==> src/rtl/bus_pkg.sv <==
// Shared bus definitions: device/host index constants and arbiter state encoding.
package bus_pkg;

    typedef enum logic {
        ARB_IDLE,
        ARB_GRANT
    } arb_state_t;

    localparam int DEV_ROM_PORT  = 0;
    localparam int DEV_RAM_PORT  = 1;
    localparam int DEV_UART_PORT = 2;
    localparam int DEV_GPIO_PORT = 3;

    localparam int HOST_CORE_PORT = 0;
    localparam int HOST_DMA_PORT  = 1;

    // Width of an index selecting one of n items; never narrower than one bit.
    function automatic int idx_width(input int n);
        return (n > 1) ? $clog2(n) : 1;
    endfunction

endpackage

==> src/rtl/bus_host_arbiter_rr_picker.sv <==
// Round-robin picker: first set bit of mask at or after start_i, wrapping modulo Hosts.
module rr_picker
    import bus_pkg::*;
#(
    parameter int Hosts    = 2,
    parameter int IdxWidth = idx_width(Hosts)
) (
    input  logic [Hosts-1:0]    mask_i,
    input  logic [IdxWidth-1:0] start_i,
    output logic                found_o,
    output logic [IdxWidth-1:0] idx_o
);

    logic [2*Hosts-1:0]  dbl;
    logic [Hosts-1:0]    rot;
    logic [IdxWidth-1:0] off;
    logic [IdxWidth:0]   sum;

    always_comb begin
        dbl = {mask_i, mask_i};
        rot = dbl[start_i +: Hosts];
        off = '0;
        for (int k = Hosts - 1; k >= 0; k--) begin
            if (rot[k]) begin
                off = k[IdxWidth-1:0];
            end
        end
        // Undo the rotation: offset is relative to start_i.
        sum = {1'b0, start_i} + {1'b0, off};
        if (sum >= (IdxWidth + 1)'(Hosts)) begin
            sum = sum - (IdxWidth + 1)'(Hosts);
        end
        idx_o   = sum[IdxWidth-1:0];
        found_o = |mask_i;
    end

endmodule

==> src/rtl/bus_host_arbiter.sv <==
// Round-robin bus host arbiter with registered one-hot grant, hold-limit
// preemption and per-host lock for atomic sequences.
module bus_host_arbiter
    import bus_pkg::*;
#(
    parameter int Hosts    = 2,
    parameter int MaxHold  = 16,
    parameter int IdxWidth = idx_width(Hosts)
) (
    input  logic                clk_in,
    input  logic                reset_in,
    input  logic [Hosts-1:0]    req_in,
    input  logic [Hosts-1:0]    lock_in,
    output logic [Hosts-1:0]    gnt_out,
    output logic                gnt_valid_out,
    output logic [IdxWidth-1:0] gnt_idx_out,
    output logic                preempt_out
);

    localparam int CntW = (MaxHold > 0) ? $clog2(MaxHold + 1) : 1;
    localparam bit PreemptEn = (MaxHold != 0);
    localparam logic [CntW-1:0] HoldLim = (MaxHold > 0) ? CntW'(MaxHold - 1) : '0;
    localparam logic [CntW-1:0] HoldMax = CntW'(MaxHold);
    localparam logic [IdxWidth-1:0] LastHost = IdxWidth'(Hosts - 1);

    arb_state_t          state_q, state_d;
    logic [Hosts-1:0]    gnt_q, gnt_d;
    logic [IdxWidth-1:0] idx_q, idx_d;
    logic [IdxWidth-1:0] last_q, last_d;
    logic [CntW-1:0]     hold_q, hold_d;
    logic                preempt_q, preempt_d;

    logic [Hosts-1:0]    owner_oh;
    logic [Hosts-1:0]    pick_mask;
    logic [IdxWidth-1:0] start_idx;
    logic                pick_found;
    logic [IdxWidth-1:0] pick_idx;

    // In GRANT the owner is always last_q, so masking it leaves only the waiters.
    assign owner_oh  = Hosts'(1) << last_q;
    assign pick_mask = (state_q == ARB_GRANT) ? (req_in & ~owner_oh) : req_in;
    assign start_idx = (last_q == LastHost) ? '0 : last_q + 1'b1;

    rr_picker #(
        .Hosts    (Hosts),
        .IdxWidth (IdxWidth)
    ) u_picker (
        .mask_i  (pick_mask),
        .start_i (start_idx),
        .found_o (pick_found),
        .idx_o   (pick_idx)
    );

    always_comb begin
        state_d   = state_q;
        gnt_d     = gnt_q;
        idx_d     = idx_q;
        last_d    = last_q;
        hold_d    = hold_q;
        preempt_d = 1'b0;
        case (state_q)
            ARB_IDLE: begin
                if (pick_found) begin
                    gnt_d   = Hosts'(1) << pick_idx;
                    idx_d   = pick_idx;
                    last_d  = pick_idx;
                    hold_d  = '0;
                    state_d = ARB_GRANT;
                end
            end
            ARB_GRANT: begin
                if (!req_in[last_q]) begin
                    hold_d = '0;
                    if (pick_found) begin
                        gnt_d  = Hosts'(1) << pick_idx;
                        idx_d  = pick_idx;
                        last_d = pick_idx;
                    end else begin
                        gnt_d   = '0;
                        state_d = ARB_IDLE;
                    end
                end else if (PreemptEn && (hold_q >= HoldLim) && !lock_in[last_q] && pick_found) begin
                    gnt_d     = Hosts'(1) << pick_idx;
                    idx_d     = pick_idx;
                    last_d    = pick_idx;
                    hold_d    = '0;
                    preempt_d = 1'b1;
                end else if (!pick_found) begin
                    hold_d = '0;
                end else if (hold_q != HoldMax) begin
                    hold_d = hold_q + 1'b1;
                end
            end
            default: begin
                gnt_d   = '0;
                state_d = ARB_IDLE;
            end
        endcase
    end

    always_ff @(posedge clk_in) begin
        if (!reset_in) begin
            state_q   <= ARB_IDLE;
            gnt_q     <= '0;
            idx_q     <= '0;
            last_q    <= LastHost;
            hold_q    <= '0;
            preempt_q <= 1'b0;
        end else begin
            state_q   <= state_d;
            gnt_q     <= gnt_d;
            idx_q     <= idx_d;
            last_q    <= last_d;
            hold_q    <= hold_d;
            preempt_q <= preempt_d;
        end
    end

    assign gnt_out       = gnt_q;
    assign gnt_valid_out = |gnt_q;
    assign gnt_idx_out   = idx_q;
    assign preempt_out   = preempt_q;

endmodule
==> config.mk <==
export PLATFORM = sky130hd
export DESIGN_NAME = bus_host_arbiter
export DESIGN_NICKNAME = d
export VERILOG_FILES = /design/src/rtl/bus_pkg.sv /design/src/rtl/bus_host_arbiter_rr_picker.sv /design/src/rtl/bus_host_arbiter.sv
export SDC_FILE = /design/constraint.sdc
export NUM_CORES = 1
export LEC_CHECK = 0
export ABC_AREA = 1
export BUFFER_PORTS_ARGS = -buffer_cell sky130_fd_sc_hd__clkbuf_2
export CAP_MARGIN = 25
export CELL_PAD_IN_SITES_DETAIL_PLACEMENT = 1
export CELL_PAD_IN_SITES_GLOBAL_PLACEMENT = 2
export CORE_MARGIN = 1
export CORE_UTILIZATION = 27
export CTS_CLUSTER_SIZE = 20
export DETAILED_ROUTE_END_ITERATION = 16
export GPL_ROUTABILITY_DRIVEN = 0
export GPL_TIMING_DRIVEN = 0
export PLACE_DENSITY_LB_ADDON = 0.2
export SLEW_MARGIN = 20
export SYNTH_ARGS = -nofsm -noshare
export SYNTH_HDL_FRONTEND = slang
export SYNTH_SLANG_ARGS = --single-unit
==> constraint.sdc <==
create_clock -name clk_in -period 1.43 [get_ports clk_in]
set_input_delay 0.2145 -clock clk_in [delete_from_list [all_inputs] [get_ports clk_in]]
set_output_delay 0.2145 -clock clk_in [all_outputs]
set_load 0.01 [all_outputs]
# Word-level counts from Yosys, hierarchy flattened
# Index checks and enable logic that the tools add are counted.
[word_totals]
reg_bits = 11
latchBits = 0
ram_bits = 0
mem_bits_ro = 0
input_bits = 6
out_inout_bits = 5
wordCells = 62
memories = 0
[classes]
add_sub_neg = 4
multipliers = 0
div_mod_pow = 0
magnitude_cmp = 3
eq_ne = 4
shift = 3
mux = 31
bitwise = 3
reduce_logical = 8
[ops]
columns = ["op", "n"]
rows = [
  ["$mux W5", 5],
  ["$mux W1", 16],
  ["$mux W2", 5],
  ["$pmux W5 S2", 1],
  ["$pmux W1 S2", 3],
  ["$add A5 B1 Y5 const B", 1],
  ["$ge A5 B4 Y1 const B", 1],
  ["$ne A5 B3 Y1 const B", 1],
  ["$ne A5 B5 Y1 const B", 1],
  ["$pmux W2 S2", 1],
  ["$reduce_and A2 Y1", 2],
  ["$reduce_or A2 Y1", 2],
  ["$shiftx A4 B2 Y2", 1],
  ["$shl A1 B1 Y2 const A", 2],
  ["$ne A3 B2 Y1 const B", 1],
  ["$reduce_and A3 Y1", 1],
  ["$add A1 B1 Y2", 1],
  ["$and A2 B2 Y2", 1],
  ["$ge A2 B2 Y1 const B", 1],
  ["$logic_and A1 B1 Y1", 2],
  ["$lt A1 B2 Y1 const B", 1],
  ["$ne A2 B2 Y1 const B", 1],
  ["$not A2 Y2", 1],
  ["$add A1 B1 Y1 const B", 1],
  ["other kinds (3)", 3],
]

# Longest topological paths before layout
# Gate-level depths: netlist of run 1.
[logic_depth]
depth_word = 14
mapped_depth = 12
ltp_nobuf = 12

# By module
# Synthesis of run 1 repeated with hierarchy kept, for this count alone.
[hier_totals]
cells_unflattened = 98
hier_area_um2 = 725.7
[modules_own_cells]
columns = ["module", "n_inst", "cells_per_inst", "area_per_inst_um2", "seq_area_each_um2"]
rows = [
  ["bus_host_arbiter", 1, 94, 706.9, 220.2],
  ["rr_picker", 1, 4, 18.8, 0.0],
]

# Worst setup path before layout of run 1
# OpenSTA, ideal clock, no wires.
[synth_path]
path_type = "reg2reg"
startpoint = "register hold_q[0]"
endpoint = "register hold_q[0]"
t_arrival_ns = 1.409
required_ns = 1.317
path_slack_ns = -0.092
stages_incl_launch_ff = 13
path_buffers = 0
synth_period_minus_slack_ns = 1.522
cell_sequence = "dfxtp_1 > ha_1 > nand2_1 > nor2_1 > ha_1 > nor2_1 > nand2_1 > nand2_2 > nand4_4 > nand2_2 > inv_2 > nor2_1 > nor2_1"
[synth_between]
elab_chain_len = 6
[synth_lines]
columns = ["element", "line_no", "rtl"]
rows = [
  ["from (decl)", "bus_host_arbiter.sv:30", "logic [CntW-1:0] hold_q, hold_d;"],
  ["from (signal assigned)", "bus_host_arbiter.sv:114", "hold_q <= hold_d;"],
  ["$add A5 B1 Y5 or $ge A5 B4 Y1 (tied branches)", "bus_host_arbiter.sv:91, bus_host_arbiter.sv:82", ""],
  ["$mux W5 or $logic_and A1 B1 Y1 (tied branches)", "bus_host_arbiter.sv:90, bus_host_arbiter.sv:82", ""],
  ["$mux W5 or $logic_and A1 B1 Y1 (tied branches)", "bus_host_arbiter.sv:88, bus_host_arbiter.sv:82", ""],
  ["$mux W5", "bus_host_arbiter.sv:82", "end else if (PreemptEn && (hold_q >= HoldLim) && !lock_in[last_q] && pick_found) begin"],
  ["$mux W5", "bus_host_arbiter.sv:72", "if (!req_in[last_q]) begin"],
  ["$pmux W5 S2", "bus_host_arbiter.sv:61", "case (state_q)"],
]
# Several ways; a longest one is shown, not always the timed one. The select of a mux whose other input is x is not followed.
# A chain may end at the register's enable or synchronous reset.

# Worst setup path in the final report of run 1
[layout_path]
startpoint = "register hold_q[1]"
endpoint = "register hold_q[4]"
# The elaborated chain is that of the path after synthesis.

==> results.md, run 1 <==
* Largest family of logic cells by synthesized area: simple AND/OR/NAND/NOR gates
* Initial Utilization at 0.2878
* CTS tree: yes
* Clk pwr share at 0.285
* Die ar. at 2875 um^2
* Crit path capture type: flop
* Final Hold Fails at 0
* Uppermost layer routed: met4
* Combinational power share at 0.265
* Final setup margin at -0.1597 ns
* Post-Synthesis Mean Instance Area at 6.985 um^2
* Vias in the first global route at 720
* DRT antenna net count at 0
* TritonRoute pass-1 iters at 4
* Seq cells post-synth at 11
* Psw at 0.2743 mW
* CTS buffer count at 3
* Post-Synth Simple-Gate Area at 0.4748
* Startpoint types: flop
* Clock buffer depth at 2
* RSZ-0062 raised after global routing: true
* Post-synthesis cell type count at 21
* Row count at 18
* Syn Std Cell Area at 719.4 um^2
* First-pass GRT wire length at 3.277 mm
* Power Dens Cells at 878.4 nW/um^2
* Post-Synth Adder-Cell Area at 0.05217
* Routed met1 length at 870 um
* Sink Count at 11
* Worst hold slack at 0.1688 ns
* Synth Area in XOR/XNOR at 0
* Commonest non-fill, non-tap cell in the layout: nand2_1
* Largest net degree at the start of global routing at 10
* Worst-skew pair later-pin latency at 0.27 ns
* Initial DRC count at 8
* Initial antenna violation count at 0
* Headroom to the max-slew limit at 0.7671
* Port bufs at 10
* Sequential area share after synthesis at 0.3061
* Vias/cell at 4.808
* Clock transition at path regs at 0.08 ns
* Slew @ Worst Pin at 0.3490 ns
* CP max FO at 6
* DRC viols at 0
* Final setup vio count at 9
* Syn Inst Count at 103
* Commonest non-fill, non-tap cells in the layout: 18 x nand2_1, 12 x inv_1, 11 x nor2_1, 11 x nand3_1, 10 x clkbuf_2
* Ports at 11
* Post-Syn Nets at 112
* Period utilisation layout at 1.112
* Yosys warnings at 0
* Post-synthesis mux area share at 0
* Internal power at 0.5159 mW
* Total track usage at 0.1656
* Die W at 53.62 um
* Total number of vias at 726
* Pwr Total at 0.7902 mW
* Fmax at 0.6291 GHz
* Seq pwr share at 0.450
* # nets final at 131
* Status: complete, but fails checks
* Routed length per instance at 13.07 um
* Core area at 2500 um^2
* Max_cap viols at 0
* Worst EP arrival at 1.76 ns
* Clk root buf: clkbuf_4
* Minimum clock period at 1.590 ns
* Final wirelength at 1.974 mm
* Peak VDD IR at 0.0003599 V
* Slew Limit Fails at 0
* H-tree levels at 1
* Failing checks: negative setup slack
* Compound-Gate Fraction of Synth Area at 0.09391
* Reg2reg path depth at 12
* Worst Skew at 0.009270 ns
* Net Sw Frac at 0.3471
* Antenna diodes at 0
* Crit Path Class: flop to flop
* Leakage Power at 0.4148 nW
* Layout Area Growth over Synthesis at 25.04%
* Hold WC Path Type: input port to flop
* Hold path depth at 2
* CP required at 1.60 ns
* WL met2 at 1.044 mm
* Metal3 WL at 41 um
* Post-DP HPWL at 1.455 mm
* Layout cells sized above 1 at 0.3554
* Fill cells at 327
* Die H at 53.62 um
* Grt total ovfl at 0
[power groups by stage]
stage               registers (mW)  clock network, mW  logic (mW)
floorplan                    0.360                  0       0.140
global placement             0.361                  0       0.200
detailed placement           0.363                  0       0.203
CTS                          0.356              0.240       0.212
global route                 0.359              0.253       0.238
finish                       0.355              0.225       0.210
[sequential cells by signal (all words and copies together) (netlist names)]
signal / cells
preempt_out: 1
gnt_out: 2
state_q: 1
gnt_idx_out: 1
last_q: 1
hold_q: 5
[cell usage after synthesis]
library cell	count	area, um^2
inv_2	2	7.510
or2_1	1	6.260
dfxtp_1	11	220.2
nand2_2	6	37.54
nand2_1	19	71.32
nand2_4	1	11.26
nand3_1	11	55.05
ha_1	3	37.54
o21ai_0	2	10.01
nand4_4	1	21.27
o21ai_4	1	16.27
nor3_1	1	5.000
inv_1	12	45.04
or2_2	1	6.260
o31ai_1	1	7.510
o21ai_2	1	8.760
a21oi_1	5	25.02
nand3_2	3	30.03
nor2_1	14	52.55
nand3b_1	1	7.510
nand4_1	6	37.54
[worst max-delay path: stages (launching register included)]
cell and delay (ns):
dfxtp_2 0.34, ha_4 0.16, nand2_2 0.07, nor2_2 0.04, ha_2 0.16, nor2_1 0.08
nand2_1 0.09, nand2_2 0.11, nand4_4 0.13, nand2_2 0.12, inv_2 0.06, nor2_1 0.08
nor2_1 0.05
[final timing paths]
| check | from | end | slack [ns] |
|---|---|---|---|
| max | hold_q[1] | hold_q[4] | -0.16 |
| min | reset_in | last_q | 0.17 |
| max reg2reg | hold_q[1] | hold_q[4] | -0.16 |
| min reg2reg | gnt_out[1] | gnt_out[1] | 0.48 |
[through the flow]
| step | area, um^2 | TNS (ns) | utilization | setup WS [ns] | cells |
|---|---|---|---|---|---|
| final | 899.6 | -0.9298 | 0.3599 | -0.1597 | 151 |
| after global routing | 899.6 | -1.997 | 0.3599 | -0.2669 | 151 |
| after CTS | 882.1 | -0.9689 | 0.3529 | -0.1692 | 150 |
| after detailed placement | 813.3 | -2.017 | 0.3253 | -0.2460 | 143 |
| after global placement | 813.3 | -1.867 | 0.3253 | -0.2325 | 143 |
| after floorplan | 725.7 | -0.1694 | - | -0.05780 | 103 |
[cell families (layout without fill, tap and decap cells)]
kind of cell | after synthesis | in the layout
buffers and inverters | 14 | 32
flip-flops | 11 | 11
AND/OR/NAND/NOR | 65 | 65
adder cells (fa/ha/maj) | 3 | 3
AO/OA/AOI/OAI | 10 | 10
[cell type report]
class / instances / area (um^2) / share of cell area
multi-input cells: 78 / 480.5 / 0.5341
flip-flops and latches: 11 / 222.7 / 0.2476
repair buffers: 14 / 80.08 / 0.08901
inverters: 14 / 52.55 / 0.05841
well taps: 30 / 37.54 / 0.04172
clock buffers: 4 / 26.28 / 0.02921
[what timing repair did]
item / 4_1_cts / 5_1_grt
buffers inserted: 3 / 1
gates resized for setup: 5 / 3
pin swaps: 2 / 2
hold buffers: 0 / 0
setup endpoints to repair: 10 / 10
[routing by layer]
layer  global-route usage  up-vias
met5                    0        -
met4              0.06579        0
met3              0.03390        2
met2               0.3042        6
met1               0.1838      343
li1                     -      375
Power figures use the tool's default switching activity.
==> inputs of run 2 (changes only) <==
ABC_AREA = not set   (was 1)
CORE_UTILIZATION = 29   (was 27)
HOLD_SLACK_MARGIN = 0.02   (was not set)
==> results.md, run 2 <==
* Total number of vias at 748 (+3.0%)
* # nets final at 121 (-7.6%)
* Final Util at 0.4052 (+0.04534)
* Combinational power share at 0.199 (-0.066)
* Vias/cell at 5.305 (+10%)
* Hold Path Origin: lock_in[0]
* Syn Std Cell Area at 747.0 um^2 (+3.8%)
* Final setup margin at -0.2797 ns (-0.1200 ns)
* First-pass GRT wire length at 3.256 mm (-0.64%)
* Slowest stage cell on the critical path: or4_1
* Vias in the first global route at 740 (+2.8%)
* Routed length per instance at 13.85 um (+6.0%)
* Critical-path cell list: ha_4 > and3_4 > ha_4 > a211oi_4 > a21oi_4 > or4_1 > o211ai_1
* Largest net degree at the start of global routing at 11 (+1)
* Die H at 52.75 um (-1.6%)
* Yosys top cell area share at 0.2948 (-0.01128)
* Worst-skew pair later-pin latency at 0.27 ns (about the same)
* Clk root buf: clkbuf_4
* R2R Path Start: hold_q[1]
* Largest stage delay, worst path at 0.41 ns (+0.07 ns)
* Hold path endpoint: last_q
* Layout Area Growth over Synthesis at 33.17%
* Die W at 52.75 um (-1.6%)
* Worst hold slack at 0.2737 ns (+0.1049 ns)
* Reg2reg path depth at 7 (-5)
* Crit path capture type: flop
* DRC viols at 0 (unchanged)
* Commonest non-fill, non-tap cells in the layout: 10 x clkbuf_2, 8 x dfxtp_1, 7 x buf_4, 6 x nor2b_1
* Clock buffer depth at 2 (unchanged)
* RSZ-0062 raised after global routing: true
* Reg with most FFs: hold_q
* Period utilisation layout at 1.196 (+0.08392)
* Area after DPL at 874.6 um^2 (+7.5%)
* GRT met3 Usage at 0.02609 (-0.007811)
* Final wirelength at 1.953 mm (-1.1%)
* Worst R2R End: hold_q[3]
* Top cells by count, synth: 11 x dfxtp_1, 6 x nor2_1, 6 x nor2b_1
* CP required at 1.63 ns (+0.03 ns)
* Largest cells by area after synthesis: dfxtp_1 29%, ha_1 5.0%, nor2b_1 5.0%
* Slew @ Worst Pin at 0.4591 ns (+0.1101 ns)
* Final setup vio count at 10 (+1)
* Internal power at 0.4810 mW (-6.8%)
* Crit Path Class: flop to flop
* Post-synthesis cell type count at 41 (+95%)
* FF/Latch Area at 226.5 um^2 (+1.7%)
* Clock transition at path regs at 0.08 ns (about the same)
* Sequential area share after synthesis at 0.2948 (-0.01128)
* Grt total ovfl at 0 (unchanged)
* Post-synth EDFFs at 0 (unchanged)
* Startpoint types: flop
* Fin area at 994.7 um^2 (+11%)
* Yosys top cell by area: dfxtp_1
* Max reg flops at 5 (unchanged)
* Net Sw Frac at 0.3073 (-0.03980)
* Fmax at 0.5849 GHz (-7.0%)
* Layout cells sized above 1 at 0.3694 (+0.01400)
* Yosys warnings at 0 (unchanged)
* Post-DP HPWL at 1.425 mm (-2.1%)
* Initial DRC count at 5 (-3)
* Ports at 11 (unchanged)
* Worst EP arrival at 1.91 ns (+0.15 ns)
* Hold WC Path Type: input port to flop
* Final Hold Fails at 0 (unchanged)
* Initial antenna violation count at 0 (unchanged)
* Seq cells post-synth at 11 (unchanged)
* Grt peak-use layer: met2
* Critical Path Most Common Cell: ha_4
* Hold path depth at 4 (+2)
* R2R setup slack at -0.28 ns (-0.12 ns)
* Minimum clock period at 1.710 ns (+0.1200 ns)
* Initial Utilization at 0.3043 (+0.01649)
* Commonest non-fill, non-tap cell in the layout: clkbuf_2
* Worst Skew at 0.003771 ns (-0.005499 ns)
* H-tree levels at 1 (unchanged)
* Count leader, synth: dfxtp_1
* Post-Syn Nets at 98 (-13%)
* CP max FO at 5 (-1)
* Core area at 2455 um^2 (-1.8%)
* Row count at 18 (unchanged)
* Power Dens Cells at 698.0 nW/um^2 (-21%)
* Status: complete, but fails checks
* Max_cap viols at 0 (unchanged)
* Met1 usage at 0.1859 (+0.002075)
* Sink Count at 11 (unchanged)
* Total track usage at 0.1635 (-0.002117)
* Antenna diodes at 0 (unchanged)
* Fill cells at 311 (-4.9%)
* CTS tree: yes
* Failing checks: negative setup slack
* Psw at 0.2134 mW (-22%)
* Multi-input logic area at 555.5 um^2 (+16%)
* Headroom to the max-slew limit at 0.6940 (-0.07313)
* GR Util met2 at 0.2869 (-0.01725)
* Peak VDD IR at 0.0003484 V (-3.2%)
* Seq pwr share at 0.468 (+0.018)
* Syn Inst Count at 89 (-14%)
* DRT antenna net count at 0 (unchanged)
* Slew Limit Fails at 0 (unchanged)
* Synth async-reset ratio at 0 (unchanged)
* Clk pwr share at 0.333 (+0.048)
* Most used DFF post-synth: dfxtp_1
* TritonRoute pass-1 iters at 4 (unchanged)
* Port bufs at 10 (unchanged)
* CTS buffer count at 3 (unchanged)
* Leakage Power at 0.3977 nW (-4.1%)
* Die ar. at 2783 um^2 (-3.2%)
* Post-Synthesis Mean Instance Area at 8.393 um^2 (+20%)
-- run 2: changes by cell type after synthesis, sizes merged, moves of 2 or more --
cell and change:
nand2 -21, nand3 -12, inv -10, nor2 -8
nand4 -7, nor2b +6, and3 +4, clkbuf +4
o21ai +3, a211oi +2, a22o +2, mux2i +2
o311a +2
-- run 2: per-layer routing --
metal  share of wire  up-vias
met5               0        -
met4           0.013        0
met3           0.017        4
met2            0.52        7
met1            0.45      364
li1                -      373
-- run 2: how the worst max path moves through the flow --
stage	start	to	slack (ns)	cells after the start
floorplan	hold_q[1]	hold_q[3]	-0.26	7
global placement	hold_q[1]	hold_q[0]	-0.46	7
detailed placement	hold_q[1]	hold_q[0]	-0.48	7
CTS	hold_q[1]	hold_q[3]	-0.36	7
global route	hold_q[1]	hold_q[3]	-0.34	7
finish	hold_q[1]	hold_q[3]	-0.28	7
-- run 2: repair_timing --
action                                  in CTS  in global routing
pin swaps                                    6                  2
endpoints found under the setup margin      10                 10
gates resized for setup                      7                  4
cloned                                       0                  0
hold buffers                                 0                  0
setup buffers                                6                  2
-- run 2: power by group through the flow --
stage / registers (mW) / logic [mW] / clock network, mW
2_1_floorplan: 0.336 / 0.0853 / 0
3_3_place_gp: 0.333 / 0.129 / 0
3_5_place_dp: 0.334 / 0.130 / 0
4_1_cts: 0.325 / 0.135 / 0.245
5_1_grt: 0.328 / 0.154 / 0.256
6_report: 0.325 / 0.138 / 0.231
-- run 2: through the flow --
stage	setup TNS (ns)	power (mW)	std cells	setup slack [ns]
floorplan	-1.274	0.4209	89	-0.2600
global placement	-2.709	0.4619	129	-0.4557
detailed placement	-2.842	0.4640	129	-0.4813
CTS	-2.455	0.7055	139	-0.3589
global route	-2.909	0.7380	141	-0.3368
finish	-2.237	0.6943	141	-0.2797
-- run 2: area by class of cell --
class	instances	share of cell area
Tap cell	30	0.03774
Sequential cell	11	0.2277
Multi-Input combinational cell	69	0.5585
Inverter	4	0.01509
Buffer	5	0.02013
Timing Repair Buffer	18	0.1145
Clock buffer	4	0.02642
-- run 2: cell families after synthesis --
| logic type | after synthesis | share of synthesized area |
|---|---|---|
| AOI/OAI and AO/OA | 28 | 0.2898 |
| adders and majority gates | 3 | 0.05026 |
| buffers and inverters | 9 | 0.04688 |
| DFF | 11 | 0.2948 |
| muxes | 3 | 0.04188 |
| and+or+nand+nor | 35 | 0.2764 |
-- run 2: critical path: cells and delay by family (launching register included) --
family | cells | cell delay [ns]
compound gates | 3 | 0.38
flops | 1 | 0.36
simple gates | 2 | 0.59
fa+ha+maj | 2 | 0.31
==> inputs of run 3 (changes only) <==
CELL_PAD_IN_SITES_DETAIL_PLACEMENT = 2   (was 1)
CORE_MARGIN = 2   (was 1)
SKIP_LAST_GASP = 1   (was not set)
==> results.md, run 3 (same netlist as run 2, synthesis figures left out) <==
* Status: complete, but fails checks
* Failing checks: negative setup slack
* Initial DRC count at 6 (+1)
* Number of buffers and inverters on the critical path at 0 (unchanged)
* Routed length per instance at 16.51 um (+19%)
* Crit Path Class: flop to flop
* Headroom to the max-slew limit at 0.6998 (+0.005857)
* Hold path depth at 4 (unchanged)
* Ports at 11 (unchanged)
* CTS buffer count at 3 (unchanged)
* Total number of vias at 758 (+1.3%)
* Startpoint types: flop
* Largest net degree at the start of global routing at 11 (unchanged)
* Total track usage at 0.1713 (+0.007810)
* Layout Area Growth over Synthesis at 31.32%
* Pwr Total at 0.6898 mW (-0.65%)
* DRT antenna net count at 0 (unchanged)
* Slew Limit Fails at 0 (unchanged)
* Minimum clock period at 1.762 ns (+0.05258 ns)
* Levels on crit path at 7 (unchanged)
* Vias/cell at 5.414 (+2.1%)
* Worst hold slack at 0.2835 ns (+0.009803 ns)
* Initial Utilization at 0.3043 (unchanged)
* Row count at 18 (unchanged)
* Die W at 54.75 um (+3.8%)
* Post-DP HPWL at 1.541 mm (+8.1%)
* Critical Path Most Common Cell: ha_4
* Reg with most FFs: hold_q
* Clock transition at path regs at 0.08 ns (about the same)
* Clock buffer depth at 2 (unchanged)
* Worst Skew at 0.004024 ns (+0.0002535 ns)
* Max reg flops at 5 (unchanged)
* Sink Count at 11 (unchanged)
* Commonest non-fill, non-tap cells in the layout: 11 x clkbuf_2, 8 x dfxtp_1, 6 x nor2b_1, 6 x buf_4
* Final wirelength at 2.312 mm (+18%)
* Core area at 2455 um^2 (unchanged)
* Crit path capture type: flop
* CP required at 1.62 ns (about the same)
* H-tree levels at 1 (unchanged)
* Vias in the first global route at 755 (+2.0%)
* Slowest stage cell on the critical path: or4_1
* Largest stage delay, worst path at 0.42 ns (about the same)
* Layout cells sized above 1 at 0.3545 (-0.01482)
* CTS tree: yes
* Port bufs at 10 (unchanged)
* Slew @ Worst Pin at 0.4478 ns (-0.01123 ns)
* Worst-skew pair later-pin latency at 0.27 ns (about the same)
* Reg2reg path depth at 7 (unchanged)
* Top Family by Delay on Critical Path: simple AND/OR/NAND/NOR gates
* Peak VDD IR at 0.0004466 V (+28%)
* Die H at 54.75 um (+3.8%)
* RSZ-0062 raised after global routing: true
* Worst EP arrival at 1.96 ns (+0.05 ns)
* Hold WC Path Type: input port to flop
* TritonRoute pass-1 iters at 3 (-1)
* # nets final at 120 (-0.83%)
* Final setup vio count at 10 (unchanged)
* Grt total ovfl at 0 (unchanged)
* Leakage Power at 0.3951 nW (-0.66%)
* Period utilisation layout at 1.232 (+0.03677)
* Antenna diodes at 0 (unchanged)
* Die ar. at 2998 um^2 (+7.7%)
* Critical-path cell list: ha_4 > and3_4 > ha_4 > a211oi_4 > a21oi_4 > or4_1 > o211ai_1
* Final setup margin at -0.3323 ns (-0.05258 ns)
* Fmax at 0.5675 GHz (-3.0%)
* Power Dens Cells at 703.2 nW/um^2 (+0.74%)
* CP max FO at 5 (unchanged)
* Final Util at 0.3996 (-0.005607)
* DRC viols at 0 (unchanged)
* First-pass GRT wire length at 3.601 mm (+11%)
* Commonest non-fill, non-tap cell in the layout: clkbuf_2
* Clk root buf: clkbuf_4
* Max_cap viols at 0 (unchanged)
* Post-CTS Hold Buffers at 0 (unchanged)
* Final Hold Fails at 0 (unchanged)
* Initial antenna violation count at 0 (unchanged)
==> run 3: changes by cell type in the layout (fill, tap and decap cells not counted) <==
| cell | before | now |
|---|---|---|
| clkbuf_2 | 10 | 11 |
| o21ai_2 | 3 | 2 |
| o21ai_0 | 3 | 2 |
| o21ai_1 | 1 | 3 |
| a21oi_2 | 1 | 0 |
| clkbuf_1 | 5 | 4 |
| buf_4 | 7 | 6 |
| a21oi_1 | 3 | 4 |
==> run 3: per-stage QoR <==
step,TNS (ns),setup slack [ns],std cells,cell area [um^2]
3_3_place_gp,-2.727,-0.4612,129,874.6
4_1_cts,-2.607,-0.3477,139,965.9
2_1_floorplan,-1.274,-0.2600,89,787.0
5_1_grt,-2.912,-0.3667,140,980.9
3_5_place_dp,-2.806,-0.4599,129,874.6
6_report,-2.324,-0.3323,140,980.9
==> run 3: area by class of cell <==
cell class,count,area (um^2)
plain buffers,5,21.27
clock buffers,4,26.28
fillers,285,1474
inverters,4,15.01
multi-input cells,69,548.0
flip-flops and latches,11,226.5
well taps,30,37.54
repair buffers,17,106.4
==> run 3: worst paths after layout <==
| kind | to | startpoint | slack [ns] |
|---|---|---|---|
| min reg2reg | hold_q[2] | hold_q[2] | 0.54 |
| max reg2reg | hold_q[3] | hold_q[1] | -0.33 |
| max | hold_q[3] | hold_q[1] | -0.33 |
| min | last_q | lock_in[0] | 0.28 |
==> run 3: worst register-to-register path, cell delays in order (launching register included) <==
cell and delay, ns:
dfxtp_4 0.36, ha_4 0.15, and3_4 0.18, ha_4 0.16, a211oi_4 0.22, a21oi_4 0.09, or4_1 0.42, o211ai_1 0.11
==> run 3: metal layers <==
| metal | vias up | global-route usage | wire length [um] | share of wire |
|---|---|---|---|---|
| met3 | 2 | 0.04918 | 49 | 0.021 |
| met5 | - | 0 | 0 | 0 |
| met2 | 6 | 0.3175 | 1291 | 0.56 |
| li1 | 371 | - | - | - |
| met1 | 379 | 0.1948 | 955 | 0.41 |
| met4 | 0 | 0.02500 | 15 | 0.0065 |
==> run 3: timing repair <==
item | 4_1_cts | 5_1_grt
buffers inserted | 6 | 2
endpoints found under the setup margin | 10 | 10
gates resized for setup | 8 | 4
hold endpoints to repair | 0 | 0
pin swaps | 4 | 4
==> run 3: power breakdown <==
group | internal [mW] | total (mW) | switching [mW] | leakage, nW
registers | 0.316 | 0.326 | 0.00970 | 0.0916
clock network | 0.108 | 0.224 | 0.116 | 0.0150
logic | 0.0568 | 0.140 | 0.0836 | 0.289
